--- config.mk ---
export PLATFORM = sky130hd
export DESIGN_NAME = writeback_arbiter
export DESIGN_NICKNAME = d
export VERILOG_FILES = /design/src/rtl/writeback_arbiter_pkg.sv /design/src/rtl/writeback_arbiter_fifo.sv /design/src/rtl/writeback_arbiter.sv
export SDC_FILE = /design/constraint.sdc
export NUM_CORES = 1
export LEC_CHECK = 0
export ABC_AREA = 1
export BUFFER_PORTS_ARGS = -buffer_cell sky130_fd_sc_hd__buf_2
export CELL_PAD_IN_SITES_DETAIL_PLACEMENT = 1
export CELL_PAD_IN_SITES_GLOBAL_PLACEMENT = 1
export CORE_MARGIN = 8
export CORE_UTILIZATION = 41
export CTS_CLUSTER_SIZE = 10
export DETAILED_ROUTE_END_ITERATION = 10
export PLACE_DENSITY_LB_ADDON = 0.1
export SLEW_MARGIN = 5
export SYNTH_ARGS = -nofsm -noshare
export SYNTH_HDL_FRONTEND = slang
export SYNTH_SLANG_ARGS = --single-unit
--- constraint.sdc ---
create_clock -name I_clk -period 3.7 [get_ports I_clk]
set_input_delay 0.74 -clock I_clk [delete_from_list [all_inputs] [get_ports I_clk]]
set_output_delay 0.74 -clock I_clk [all_outputs]
set_load 0.02 [all_outputs]
--- src/rtl/writeback_arbiter_pkg.sv ---
// Shared CPU constants and the writeback payload record used by the arbiter
// and its load-result buffer.
package writeback_arbiter_pkg;

  localparam int XLEN       = 32;
  localparam int REG_ADDR_W = 5;
  localparam int NUM_REGS   = 32;

  typedef struct packed {
    logic [REG_ADDR_W-1:0] rd;
    logic [XLEN-1:0]       data;
  } wb_entry_t;

  localparam int WB_ENTRY_W = $bits(wb_entry_t);

  // One-hot register mask; x0 never maps to a bit so it can never be busy.
  function automatic logic [NUM_REGS-1:0] reg_onehot(input logic [REG_ADDR_W-1:0] r);
    reg_onehot = '0;
    if (r != '0) reg_onehot[r] = 1'b1;
  endfunction

endpackage

--- src/rtl/writeback_arbiter_fifo.sv ---
// Small in-order buffer for load results; pointers carry one extra wrap bit
// so full and empty are distinguishable without a separate counter.
module wb_fifo #(
  parameter int WIDTH = 37,
  parameter int DEPTH = 2
) (
  input  logic             I_clk,
  input  logic             I_rst_n,
  input  logic             I_push,
  input  logic [WIDTH-1:0] I_data,
  input  logic             I_pop,
  output logic [WIDTH-1:0] O_data,
  output logic             O_full,
  output logic             O_empty
);

  localparam int PTR_W = $clog2(DEPTH);

  logic [WIDTH-1:0] mem [DEPTH];
  logic [PTR_W:0]   wr_ptr;
  logic [PTR_W:0]   rd_ptr;
  logic             do_push;
  logic             do_pop;

  assign O_empty = (wr_ptr == rd_ptr);
  assign O_full  = (wr_ptr[PTR_W] != rd_ptr[PTR_W]) &&
                   (wr_ptr[PTR_W-1:0] == rd_ptr[PTR_W-1:0]);
  assign do_push = I_push && !O_full;
  assign do_pop  = I_pop && !O_empty;
  assign O_data  = mem[rd_ptr[PTR_W-1:0]];

  always_ff @(posedge I_clk or negedge I_rst_n) begin
    if (!I_rst_n) begin
      wr_ptr <= '0;
      rd_ptr <= '0;
    end else begin
      if (do_push) wr_ptr <= wr_ptr + (PTR_W+1)'(1);
      if (do_pop)  rd_ptr <= rd_ptr + (PTR_W+1)'(1);
    end
  end

  // Storage needs no reset: entries are only visible between push and pop.
  always_ff @(posedge I_clk) begin
    if (do_push) mem[wr_ptr[PTR_W-1:0]] <= I_data;
  end

endmodule

--- src/rtl/writeback_arbiter.sv ---
// Single-port writeback arbiter: merges ALU and buffered load results into the
// register file and keeps the pending-write scoreboard that drives issue stalls.
module writeback_arbiter
  import writeback_arbiter_pkg::*;
#(
  parameter int LSU_FIFO_DEPTH = 2
) (
  input  logic                  I_clk,
  input  logic                  I_rst_n,
  input  logic                  I_alu_valid,
  input  logic [REG_ADDR_W-1:0] I_alu_rd,
  input  logic [XLEN-1:0]       I_alu_data,
  output logic                  O_alu_ready,
  input  logic                  I_lsu_valid,
  input  logic [REG_ADDR_W-1:0] I_lsu_rd,
  input  logic [XLEN-1:0]       I_lsu_data,
  output logic                  O_lsu_ready,
  input  logic                  I_issue_valid,
  input  logic [REG_ADDR_W-1:0] I_issue_rs1,
  input  logic [REG_ADDR_W-1:0] I_issue_rs2,
  input  logic [REG_ADDR_W-1:0] I_issue_rd,
  output logic                  O_hazard,
  output logic                  O_rf_we,
  output logic [REG_ADDR_W-1:0] O_rf_rd,
  output logic [XLEN-1:0]       O_rf_data,
  output logic [NUM_REGS-1:0]   O_busy
);

  wb_entry_t               lsu_entry;
  wb_entry_t               head_entry;
  wb_entry_t               sel_entry;
  logic [WB_ENTRY_W-1:0]   head_bits;
  logic                    fifo_full;
  logic                    fifo_empty;
  logic                    fifo_push;
  logic                    fifo_pop;
  logic                    sel_valid;
  logic [NUM_REGS-1:0]     busy_q;
  logic [NUM_REGS-1:0]     set_mask;
  logic [NUM_REGS-1:0]     clr_mask;

  assign lsu_entry   = '{rd: I_lsu_rd, data: I_lsu_data};
  assign head_entry  = wb_entry_t'(head_bits);
  assign O_lsu_ready = !fifo_full;
  assign O_alu_ready = !fifo_full;
  assign fifo_push   = I_lsu_valid && !fifo_full;

  wb_fifo #(
    .WIDTH (WB_ENTRY_W),
    .DEPTH (LSU_FIFO_DEPTH)
  ) u_lsu_fifo (
    .I_clk   (I_clk),
    .I_rst_n (I_rst_n),
    .I_push  (fifo_push),
    .I_data  (lsu_entry),
    .I_pop   (fifo_pop),
    .O_data  (head_bits),
    .O_full  (fifo_full),
    .O_empty (fifo_empty)
  );

  // A full buffer drains first so the load path can never deadlock behind ALU traffic.
  always_comb begin
    sel_valid = 1'b0;
    sel_entry = '0;
    fifo_pop  = 1'b0;
    if (fifo_full) begin
      sel_valid = 1'b1;
      sel_entry = head_entry;
      fifo_pop  = 1'b1;
    end else if (I_alu_valid) begin
      sel_valid = 1'b1;
      sel_entry = '{rd: I_alu_rd, data: I_alu_data};
    end else if (!fifo_empty) begin
      sel_valid = 1'b1;
      sel_entry = head_entry;
      fifo_pop  = 1'b1;
    end
  end

  // Writes to x0 are consumed but never reach the register file.
  always_ff @(posedge I_clk or negedge I_rst_n) begin
    if (!I_rst_n) begin
      O_rf_we   <= 1'b0;
      O_rf_rd   <= '0;
      O_rf_data <= '0;
    end else if (sel_valid && sel_entry.rd != '0) begin
      O_rf_we   <= 1'b1;
      O_rf_rd   <= sel_entry.rd;
      O_rf_data <= sel_entry.data;
    end else begin
      O_rf_we   <= 1'b0;
      O_rf_rd   <= '0;
      O_rf_data <= '0;
    end
  end

  assign O_hazard = I_issue_valid &&
                    ((I_issue_rs1 != '0 && busy_q[I_issue_rs1]) ||
                     (I_issue_rs2 != '0 && busy_q[I_issue_rs2]) ||
                     (I_issue_rd  != '0 && busy_q[I_issue_rd]));

  assign set_mask = (I_issue_valid && !O_hazard) ? reg_onehot(I_issue_rd) : '0;
  assign clr_mask = O_rf_we ? reg_onehot(O_rf_rd) : '0;

  // Clears line up with the register-file capture edge of the registered write.
  always_ff @(posedge I_clk or negedge I_rst_n) begin
    if (!I_rst_n) busy_q <= '0;
    else          busy_q <= (busy_q & ~clr_mask) | set_mask;
  end

  assign O_busy = busy_q;

  a_no_set_clr_overlap: assert property (@(posedge I_clk) disable iff (!I_rst_n)
    (set_mask & clr_mask) == '0);

endmodule
==> results.sh <==
export IMPL_hp_start="O_busy[0]"
export IMPL_synth_main_ff_cell="edfxtp_1"
export IMPL_drc_markers=0
export IMPL_most_frequent_cp_cell="nand2_1"
export IMPL_timing_final_crit_share_pct=88.4
export IMPL_timing_critical_path_to_type="output pin"
export IMPL_worstPathArrival_ps=2530
export IMPL_layout_min_cycle_time_ps=3270
export IMPL_outcome="finished, final reports clean"
export IMPL_synth_mux_area_fraction_pct=5.07
export IMPL_overall_die_area_sq_um=22300
export IMPL_power_leakage_nw=4.24
export IMPL_timing_reg2reg_setup_slack_ps=1040
export IMPL_postLayoutCoreUtil_pct=49.4
export IMPL_timing_critical_path_buf_inv=2
export IMPL_rr_startpoint="u_lsu_fifo.wr_ptr[0]"
export IMPL_final_cell_area_sq_um=8750
export IMPL_area_growth_pct=19.8
export IMPL_final_setup_viol_count=0
export IMPL_synth_most_common_cell="nand2_1"
export IMPL_synth_cell_types=34
export IMPL_route_detailed_vias_per_inst=5.33
export IMPL_cpLargestDelayFamily="simple AND/OR/NAND/NOR gates"
export IMPL_layout_cell_share_with_drive_strength_beyond_1_pct=25.3
export IMPL_cp_start_kind="input port"
export IMPL_cells_on_worst_hold_path=0
export IMPL_worstSetupStartpoint="I_issue_rd[0]"
export IMPL_post_cts_setup_driven_buffer_insertion_count=0
export IMPL_detail_route_first_pass_iterations=5
export IMPL_antenna_found_initial=2
export IMPL_ys_seq_elements=148
export IMPL_synth_top_area_cell="edfxtp_1"
export IMPL_hold_path_end="O_busy[0]"
export IMPL_synthesis_instances=789
export IMPL_worst_clock_skew_ps=9.19
export IMPL_crit_path_max_incr_delay_ps=420
export IMPL_timing_worst_setup_path_type="input port to output pin"
export IMPL_grt_setup_unrepaired="no"
export IMPL_worst_ep_required_time_ps=2960
export IMPL_placedInstanceArea_sq_um=8210
export IMPL_r2r_end="O_rf_data[2]"
export IMPL_drt_iter0_drc=321
export IMPL_timing_reg2reg_worst_path_depth=9
export IMPL_post_synthesis_share_of_cell_area_spent_on_full_adders_half_adders_and_majority_gates_pct=0
export IMPL_place_gp_congestion=0.875
export IMPL_hpwl_microns=17200
export IMPL_synth_yosys_seq_area_share_pct=55.8
export IMPL_setup_tns_final_ps=0
export IMPL_ctsLongestPathBuffers=2
export IMPL_maxSlewViolCount=0
export IMPL_place_port_buffers=166
export IMPL_clkLatencyLatePin_ps=420
export IMPL_cts_tree="done"
export IMPL_grt_pass1_wl_microns=37600
export IMPL_netlist_top_cells_count="nand2_1, nand3_1, dfrtp_1, edfxtp_1, inv_1"
export IMPL_die_y_microns=149
export IMPL_synth_area_top_cells="edfxtp_1, dfrtp_1, nand2_1"
export IMPL_fp_coreArea_sq_um=17700
export IMPL_synthArstFlopShare_pct=50.0
export IMPL_fmax_ghz=0.306
export IMPL_synth_compound_area_share_pct=5.55
export IMPL_hold_path_class="register to register"
export IMPL_cp_cell_sequence="buf_2 -> nand2_1 -> nor2_1 -> a21oi_1 -> nand2_1 -> nand2_1 -> nand2_1 -> nor2_1 -> nand2_1 -> nand2_4 -> a21boi_0 -> buf_2"
export IMPL_floorplan_rows=49
export IMPL_netlist_area_leader_share_pct=30.4
export IMPL_synth_nets=883
export IMPL_floorplan_initialDensity_pct=41.2
export IMPL_drtAntennaViolNets=0
export IMPL_cts_hold_buffers=0
export IMPL_syn_mean_instance_area_sq_um=9.26
export IMPL_dr_total_vias=6312
export IMPL_post_cts_resized=0
export IMPL_grt_remaining_overflow=0
export IMPL_synth_xor_xnor_area_share_pct=0.582
export IMPL_drv_cap=0
export IMPL_max_slew_margin_pct=34.1
export IMPL_critPathMaxFanout=12
export IMPL_worst_ir_drop_vdd_uv=387
export IMPL_power_per_cell_area_nw_per_um2=892
export IMPL_number_of_enable_flip_flop_cells_after_synthesis=74
export IMPL_grt_start_max_net_pins=75
export IMPL_critical_path_slowest_cell="nand2_1"
export IMPL_avgRoutedWirePerCell_microns=19.6
export IMPL_number_of_failing_hold_endpoints_at_the_final_stage=0
export IMPL_chipWidth_microns=149
export IMPL_drt_wl_total_microns=23200
export IMPL_num_nets_final=1036
export IMPL_synth_cell_area_sq_um=7300
export IMPL_cts_sinks=148
export IMPL_buffer_type_at_the_clock_tree_root="clkbuf_16"
export IMPL_synth_top_family_by_area="simple AND/OR/NAND/NOR gates"
export IMPL_synthSimpleGateAreaFrac_pct=24.5
export IMPL_number_of_i_o_pins=167
export IMPL_yosysWarningCount=0
export IMPL_cts_inserted_buffers=17
export IMPL_via_count_of_the_first_global_routing_pass=7168
export IMPL_htreeDepth=4
export IMPL_clkSlewWorstSetupHoldPaths_ps=70
export IMPL_tightest_slew_ps=989
export IMPL_track_usage_pct=21.4
## cells by family (layout without fill, tap and decap cells)
logic type                Yosys count  count (layout)
buffers and inverters             126             291
muxes                              37              37
DFF                               148             148
xor gates and xnor gates            4               4
and+or+nand+nor                   396             396
AOI/OAI and AO/OA                  78              78
other                               0               1
## metal layers
| metal | routed length, microns | share of wire (%) | vias up | global-route usage (%) |
|---|---|---|---|---|
| met1 | 9060 | 39 | 3134 | 23.8 |
| met4 | 549 | 2.4 | 4 | 7.52 |
| met2 | 12300 | 53 | 176 | 38.7 |
| met3 | 1280 | 5.5 | 50 | 5.65 |
| met5 | 23 | 0.099 | - | 0 |
| li1 | - | - | 2948 | - |
## cells in the final DEF (no fill, tap or decap), types with 2 or more instances in the layout
| cell | netlist | layout |
|---|---|---|
| edfxtp_1 | 74 | 74 |
| nor2_4 | 1 | 3 |
| inv_1 | 74 | 74 |
| mux2i_1 | 37 | 37 |
| clkbuf_16 | 0 | 17 |
| o21ai_1 | 3 | 3 |
| inv_8 | 0 | 2 |
| nand2_1 | 171 | 171 |
| o21ai_0 | 64 | 64 |
| a31oi_1 | 2 | 2 |
| nor3_1 | 9 | 9 |
| nor2_1 | 61 | 59 |
| clkinvlp_4 | 0 | 5 |
| nand3_1 | 99 | 99 |
| buf_2 | 10 | 165 |
| inv_6 | 0 | 6 |
| nand2_4 | 3 | 3 |
| nand4_1 | 35 | 35 |
| a21oi_1 | 5 | 5 |
| nor2_2 | 4 | 4 |
| nand3b_1 | 2 | 2 |
| xor2_1 | 3 | 3 |
| nand2_2 | 10 | 10 |
| dfrtp_1 | 74 | 73 |
| buf_4 | 3 | 11 |
| inv_2 | 9 | 9 |
## layout make-up
cell class	instances	area, sq um
fill	2129	8970
sequential	148	4080
multi-input combinational	515	2620
timing repair buffer	176	908
clock buffer	17	425
inverter	84	315
tap	229	287
clock inverter	14	118
antenna	1	2.50
## worst max path at each step
stage	cells past startpoint	slack, ps	end
floorplan	6	630	u_lsu_fifo.mem[1][0]
global placement	12	400	O_hazard
detailed placement	12	400	O_hazard
CTS	12	410	O_hazard
global route	12	290	O_hazard
finish	12	430	O_hazard
## where the power goes
group          switching (mW)  leakage, nW  internal (mW)
sequential              0.374         1.60           2.42
combinational            2.39         2.39           1.03
clock                   0.726        0.253          0.873
total                    3.49         4.24           4.31
## through the flow
step	cells	total power, mW	setup slack [ps]	hold slack (ps)
2_1_floorplan	789	5.14	628	444
3_3_place_gp	1152	6.17	396	396
4_1_cts	1183	7.93	406	409
6_report	1184	7.81	429	406
3_5_place_dp	1152	6.30	404	391
5_1_grt	1183	8.38	291	419
## flip-flops by register name (all words and copies together) (netlist names)
name and count:
u_lsu_fifo.mem 74, O_busy 32, O_rf_data 32, O_rf_rd 5
u_lsu_fifo.rd_ptr 2, u_lsu_fifo.wr_ptr 2, O_rf_we 1
(Power assumes the default switching activity.)
